File: src/rtl/result_sched_pkg.sv
// Shared types and helpers for the result display scheduler.
package result_sched_pkg;

  typedef enum logic {
    IDLE = 1'b0,
    HOLD = 1'b1
  } state_e;

  localparam int DEF_N_REQ  = 4;
  localparam int DEF_DATA_W = 4;
  localparam int MAX_REQ    = 8;
  localparam int MAX_IDX_W  = 3;

  // Returns an 8-bit one-hot vector; callers truncate it to N_REQ bits.
  function automatic logic [MAX_REQ-1:0] onehot(input logic [MAX_IDX_W-1:0] idx);
    onehot      = '0;
    onehot[idx] = 1'b1;
  endfunction

endpackage

File: src/rtl/rr_arbiter.sv
// Combinational arbiter: the lowest set request at or after ptr wins, wrapping
// modulo N_REQ. Tying ptr to zero gives fixed lowest-index priority.
module rr_arbiter #(
  parameter int N_REQ = 4,
  parameter int IDX_W = $clog2(N_REQ)
) (
  input  logic [N_REQ-1:0] req,
  input  logic [IDX_W-1:0] ptr,
  output logic [IDX_W-1:0] winner,
  output logic             any_req
);

  logic [N_REQ-1:0] req_rot;
  logic [IDX_W-1:0] offset;
  logic [IDX_W:0]   sum;

  // Rotating right by ptr puts the search start at bit 0.
  assign req_rot = N_REQ'({req, req} >> ptr);
  assign any_req = |req;

  // NOTE: every variable gets a default before any conditional assignment, so
  // no path through the block leaves it unassigned and no latch is inferred.
  always_comb begin
    offset = '0;
    for (int i = N_REQ - 1; i >= 0; i--) begin
      if (req_rot[i]) offset = IDX_W'(i);
    end
    sum = {1'b0, ptr} + {1'b0, offset};
    if (sum >= (IDX_W + 1)'(N_REQ)) sum = sum - (IDX_W + 1)'(N_REQ);
    winner = sum[IDX_W-1:0];
  end

endmodule

File: src/rtl/result_display_scheduler.sv
// Shares one DATA_W-bit display path between N_REQ producers; each granted
// result is held for HOLD_CYCLES clocks. Define ROUND_ROBIN_EN for round-robin
// arbitration, otherwise the lowest requesting index always wins.
module result_display_scheduler
  import result_sched_pkg::*;
#(
  parameter int N_REQ       = DEF_N_REQ,
  parameter int DATA_W      = DEF_DATA_W,
  parameter int HOLD_CYCLES = 50000000
) (
  input  logic                    clk,
  input  logic                    rst,
  input  logic [N_REQ-1:0]        req,
  input  logic [N_REQ*DATA_W-1:0] data,
  output logic [N_REQ-1:0]        grant,
  output logic [DATA_W-1:0]       temp_results,
  output logic                    disp_valid,
  output logic                    busy
);

  localparam int IDX_W = $clog2(N_REQ);
  localparam int CNT_W = $clog2(HOLD_CYCLES + 1);

  state_e            state_q, state_d;
  logic [N_REQ-1:0]  grant_q, grant_d;
  logic [DATA_W-1:0] temp_q, temp_d;
  logic              disp_valid_q, disp_valid_d;
  logic [CNT_W-1:0]  cnt_q, cnt_d;

  logic [IDX_W-1:0]  arb_ptr;
  logic [IDX_W-1:0]  winner;
  logic              any_req;
  logic [DATA_W-1:0] win_data;

  rr_arbiter #(
    .N_REQ (N_REQ),
    .IDX_W (IDX_W)
  ) u_arb (
    .req     (req),
    .ptr     (arb_ptr),
    .winner  (winner),
    .any_req (any_req)
  );

  always_comb begin
    win_data = '0;
    for (int i = 0; i < N_REQ; i++) begin
      if (winner == IDX_W'(i)) win_data = data[i*DATA_W +: DATA_W];
    end
  end

  always_comb begin
    state_d      = state_q;
    grant_d      = '0;
    temp_d       = temp_q;
    disp_valid_d = disp_valid_q;
    cnt_d        = cnt_q;
    unique case (state_q)
      IDLE: begin
        if (any_req) begin
          grant_d      = N_REQ'(onehot(MAX_IDX_W'(winner)));
          temp_d       = win_data;
          disp_valid_d = 1'b1;
          cnt_d        = CNT_W'(HOLD_CYCLES - 1);
          state_d      = HOLD;
        end
      end
      HOLD: begin
        if (cnt_q != '0) begin
          cnt_d = cnt_q - CNT_W'(1);
        end else begin
          disp_valid_d = 1'b0;
          state_d      = IDLE;
        end
      end
      default: state_d = IDLE;
    endcase
  end

  // NOTE: sequential state is updated with non-blocking assignments only, so
  // every flop samples the pre-edge value of every other flop.
  always_ff @(posedge clk) begin
    if (rst) begin
      state_q      <= IDLE;
      grant_q      <= '0;
      temp_q       <= '0;
      disp_valid_q <= 1'b0;
      cnt_q        <= '0;
    end else begin
      state_q      <= state_d;
      grant_q      <= grant_d;
      temp_q       <= temp_d;
      disp_valid_q <= disp_valid_d;
      cnt_q        <= cnt_d;
    end
  end

`ifdef ROUND_ROBIN_EN
  logic [IDX_W-1:0] ptr_q, ptr_d;
  logic [IDX_W-1:0] win_q, win_d;

  // The pointer moves past the last winner only when its hold finishes.
  always_comb begin
    ptr_d = ptr_q;
    win_d = win_q;
    if (state_q == IDLE && any_req) win_d = winner;
    if (state_q == HOLD && cnt_q == '0) begin
      ptr_d = (win_q == IDX_W'(N_REQ - 1)) ? '0 : win_q + IDX_W'(1);
    end
  end

  always_ff @(posedge clk) begin
    if (rst) begin
      ptr_q <= '0;
      win_q <= '0;
    end else begin
      ptr_q <= ptr_d;
      win_q <= win_d;
    end
  end

  assign arb_ptr = ptr_q;
`else
  assign arb_ptr = '0;
`endif

  assign grant        = grant_q;
  assign temp_results = temp_q;
  assign disp_valid   = disp_valid_q;
  assign busy         = (state_q == HOLD);

endmodule

File: config.mk
export PLATFORM = sky130hd
export DESIGN_NAME = result_display_scheduler
export DESIGN_NICKNAME = d
export VERILOG_FILES = /design/src/rtl/result_sched_pkg.sv /design/src/rtl/rr_arbiter.sv /design/src/rtl/result_display_scheduler.sv
export SDC_FILE = /design/constraint.sdc
export NUM_CORES = 1
export LEC_CHECK = 0
export CORE_AREA = 10 10 88 90
export DETAILED_ROUTE_END_ITERATION = 16
export DIE_AREA = 0 0 98 100
export GPL_TIMING_DRIVEN = 0
export PLACE_DENSITY = 0.63
export SETUP_SLACK_MARGIN = 0.4
export SLEW_MARGIN = 15
export SYNTH_ARGS = -nofsm -noshare
export SYNTH_HDL_FRONTEND = slang
export SYNTH_SLANG_ARGS = --single-unit
File: constraint.sdc
create_clock -name clk -period 3.6 [get_ports clk]
set_clock_uncertainty 0.1 [all_clocks]
set_input_delay 0.72 -clock clk [delete_from_list [all_inputs] [get_ports clk]]
set_output_delay 0.72 -clock clk [all_outputs]
set_load 0.1 [all_outputs]
Word-level counts from Yosys, hierarchy flattened
Cells that the tools add are included.
{"block": "op_classes", "add_sub_neg": 2, "magnitude_cmp": 3, "n_eq_ne": 6, "mux": 20, "bitwise_logic": 2, "n_reduce_logical": 8}
{"operator": "$mux W26", "count": 2}
{"operator": "$pmux W26 S2", "count": 1}
{"operator": "$reduce_bool A26 Y1", "count": 1}
{"operator": "$sub A26 B1 Y26 const B", "count": 1}
{"operator": "$mux W4", "count": 4}
{"operator": "$mux W2", "count": 5}
{"operator": "$reduce_and A2 Y1", "count": 3}
{"operator": "$mux W1", "count": 5}
{"operator": "$eq A2 B2 Y1 const B", "count": 2}
{"operator": "$lt A2 B4 Y1 const B", "count": 1}
{"operator": "$ne A2 B2 Y1 const B", "count": 2}
{"operator": "$pmux W1 S2", "count": 2}
{"operator": "$reduce_or A4 Y1", "count": 1}
{"operator": "$ge A2 B3 Y1 const B", "count": 1}
{"operator": "$reduce_or A3 Y1", "count": 1}
{"operator": "$demux W1 S2", "count": 1}
{"operator": "$eq A2 B1 Y1 const B", "count": 1}
{"operator": "$ge A2 B1 Y1 const B", "count": 1}
{"operator": "$logic_not A2 Y1", "count": 1}
{"operator": "$ne A2 B1 Y1 const B", "count": 1}
{"operator": "$not A1 Y1", "count": 2}
{"operator": "$sub A2 B1 Y2 const B", "count": 1}
{"operator": "$logic_and A1 B1 Y1", "count": 1}
{"block": "totals", "reg_bits": 36, "input_bits": 22, "word_cells": 46}

Logic depth before layout (Yosys ltp)
{"block": "logic_depth", "depth_word": 11, "depth_mapped": 10, "mapped_depth_nobuf": 7}

Modules after synthesis
A second synthesis with hierarchy kept.
{"block": "unflattened", "cells_unflattened": 238, "hier_area_um2": 2044.5}
{"module": "result_display_scheduler", "n_inst": 1, "cells_per_inst": 211, "area_each_um2": 1865.5, "seq_area_each_um2": 720.7}
{"module": "rr_arbiter", "n_inst": 1, "cells_per_inst": 27, "area_each_um2": 178.9, "seq_area_each_um2": 0.0}

Worst setup path after synthesis
OpenSTA, ideal clock, no wires.
{"block": "synth_path", "kind": "register to register", "from": "reg state_q, in the netlist busy", "to": "reg cnt_q[15]", "arrival_time_ns": 2.400, "path_slack_ns": 0.967, "path_stages_with_launch": 7, "period_less_slack_ns": 2.633, "path_cell_list": "dfxtp_1 buf_2 or4b_2 nor3_1 a211oi_1 xnor2_1 a21oi_1"}
{"block": "synth_via", "elab_chain_len": 3}
{"item": "from (decl)", "line_no": "result_display_scheduler.sv:24", "rtl": "state_e state_q, state_d;"}
{"item": "from (signal assigned)", "line_no": "result_display_scheduler.sv:90", "rtl": "state_q <= state_d;"}
{"item": "$not A1 Y1"}
{"item": "$ne A2 B2 Y1 (no source line)"}
{"item": "$reduce_and A2 Y1 (no source line)"}
{"item": "to (signal assigned)", "line_no": "result_display_scheduler.sv:94", "rtl": "cnt_q <= cnt_d;"}
{"item": "to (decl)", "line_no": "result_display_scheduler.sv:28", "rtl": "logic [CNT_W-1:0] cnt_q, cnt_d;"}
Several ways; a longest one is shown, not always the timed one.
A chain may end at the register's enable or synchronous reset.

Final worst setup path
{"block": "layout_path", "from": "in req[0]", "to": "reg cnt_q[5]"}
{"block": "layout_via", "elab_chain_len": 3}
{"item": "from (decl)", "line_no": "result_display_scheduler.sv:13", "rtl": "input logic [N_REQ-1:0] req,"}
{"item": "$reduce_or A4 Y1", "line_no": "rr_arbiter.sv:19", "rtl": "assign any_req = |req;"}
{"item": "$ne A2 B2 Y1 (no source line)"}
{"item": "$reduce_and A2 Y1 (no source line)"}
No other way between the ends.

==> flow_summary.json <==
{
  "crit_chain": "clkdlybuf4s50_1 > or4_1 > buf_2 > nor2_4 > a31o_1 > buf_6 > buf_6 > mux2i_1 > nand3_1",
  "num_io_pins": 32,
  "wirelength_um": 5440,
  "grt_overflow_total": 0,
  "cts_buffer_depth": 2,
  "total_leakage_power_nw": 0.856,
  "cp_slowest_cell": "or4_1",
  "min_from": "temp_results[2]",
  "r2r_start": "cnt_q[2]",
  "grt_pass1_vias": 1900,
  "crit_type": "in2reg",
  "final_cell_area_um2": 2520,
  "io_buffers": 29,
  "clk_latency_ps": 290,
  "yosys_register_bits": 36,
  "antenna_found_initial": 0,
  "cp_slowest_stage_delay_ps": 510,
  "ys_types": 47,
  "fin_crit_sh": 0.748,
  "die_width_um": 98,
  "drt_pass1_iterations": 4,
  "cp.arrival_ps": 2770,
  "pwr_density_cell_nw_per_um2": 397,
  "startpoint": "req[0]",
  "clk_pin_slew_ps": 80,
  "netlist_instances": 240,
  "synth-edff-count": 0,
  "final_nets": 299,
  "tns_ps": 0,
  "required_ps": 3680,
  "die-area_um2": 9800,
  "ys.flop_type": "dfxtp_1",
  "tightest_slew_ps": 994,
  "peakVddDrop_uv": 175,
  "avgViaCountPerCell": 5.52,
  "min_path_type": "reg2reg",
  "grt_max_degree": 12,
  "crit_fanout": 10,
  "setup_ws_ps": 907,
  "period_needed_ps": 2690,
  "dp_worst_setup_slack_ps": 600,
  "outcome": "completed",
  "placed_cells": 346,
  "setup_viol": 0,
  "drtIter0Drc": 95,
  "mappedNetlistNets": 263,
  "start_kind": "input port",
  "hold_buffers": 0,
  "htreeDepth": 2,
  "rsz0062_at_grt": "false",
  "cts_tree": "done",
  "path_buf_inv": 4,
  "cts_resized": 0,
  "synth_warnings": 0,
  "finalHoldViolations": 0,
  "drv_slew": 0,
  "ant_nets": 0,
  "die_height_um": 100,
  "syn_avg_cell_area_um2": 8.50,
  "avgRoutedWirePerCell_um": 15.4,
  "cts-root-buf": "clkbuf_8",
  "antenna_cells": 0,
  "grt_pass1_wl_um": 9050,
  "hpwl_um": 4050,
  "clock-sinks": 36,
  "vias": 1954,
  "finalWeightedCongestion": 0.798,
  "layout_common_cells": "dfxtp_1, clkdlybuf4s50_1, nand2_1",
  "syn_area_um2": 2040,
  "instances_no_fill": 354,
  "grt_use_total": 0.108,
  "crit_family": "buffers and inverters",
  "synthArstFlopShare": 0,
  "core_area_um2": 6130,
  "relSlewSlack": 0.335,
  "drv_cap": 0,
  "r2r_slack_ps": 1120,
  "rows": 29,
  "postPlaceCellArea_um2": 2430,
  "cts-buffers-inserted": 5,
  "fmax_mhz": 371,
  "cts_setup_buffers": 0,
  "drc": 0,
  "cpMostUsedCell": "buf_6",
  "seq_area_frac_synth": 0.353,
  "critical_path.endpoint_type": "flip-flop",
  "layout_commonest_cell": "dfxtp_1",
  "area_growth_pct": 23.5,
  "start_util": 0.333,
  "layout-drive-gt1-share": 0.105
}
-- layer usage --
layer | up-vias | wire, um | global-route usage | part of all wire
met5 | - | 0 | 0 | 0
met3 | 7 | 382 | 0.0440 | 0.070
met2 | 45 | 2460 | 0.181 | 0.45
met4 | 0 | 47 | 0.0224 | 0.0086
li1 | 994 | - | - | -
met1 | 908 | 2550 | 0.127 | 0.47
-- stage by stage --
step | hold slack [ps] | total power, W | util
2_1_floorplan | 354 | 0.000630 | -
3_3_place_gp | 348 | 0.000698 | 0.396
3_5_place_dp | 351 | 0.000701 | 0.396
4_1_cts | 361 | 0.00101 | 0.411
5_1_grt | 385 | 0.00105 | 0.411
6_report | 357 | 0.00100 | 0.411
-- cells by family after synthesis --
| kind of cell | synth area share |
|---|---|
| AOI/OAI and AO/OA | 0.217 |
| xor gates and xnor gates | 0.0300 |
| adders and majority gates | 0.00613 |
| buffers and inverters | 0.0497 |
| DFF | 0.353 |
| muxes | 0.0319 |
| and+or+nand+nor | 0.312 |
-- registers in the layout, indices dropped and copies added, names as in the netlist --
name	count
busy	1
temp_results	4
disp_valid	1
grant	4
cnt_q	26
-- tightest hold or removal path: stages (launching register included) --
cell,delay (ps)
dfxtp_1,310
nand2_1,50
a21oi_1,50
-- cells in the mapped netlist, drive strengths merged, types with 3 or more instances --
library cell  instances  area, um2
a211oi                6       45.0
a21oi                16       80.1
a31oi                10       62.6
and4                  3       26.3
buf                   9       63.8
clkbuf                8       30.0
dfxtp                36        721
mux2                  4       45.0
nand2                17       63.8
nand2b                4       25.0
nand3                 4       20.0
nand4                 5       31.3
nor2                 15       63.8
nor2b                 6       37.5
nor3                 12       60.1
nor3b                 4       30.0
nor4                  6       67.6
o211ai                5       37.5
o21ai                12       60.1
o31ai                11       82.6
or4                  11       82.6
xnor2                 5       43.8
-- power breakdown --
part / internal, W / switching (W) / total [W]
combinational: 0.0000933 / 0.000139 / 0.000232
sequential: 0.000427 / 0.0000343 / 0.000461
clock: 0.000156 / 0.000151 / 0.000307
-- path summary, 6_finish.rpt --
path	to	depth (start not counted)
worst max register to register	cnt_q[25]	5
worst min register to register	temp_results[2]	2
worst max-delay path	cnt_q[5]	9
worst min-delay path	temp_results[2]	2
-- area by class of cell --
type,instances,area [um2]
fillers,644,3610
multi-input cells,185,1220
flip-flops and latches,36,721
repair buffers,29,290
well taps,77,96.3
plain buffers,17,93.8
clock buffers,7,86.3
clock inverters,1,7.51
inverters,2,7.51
No activity file was read; power rests on OpenSTA's default activity.
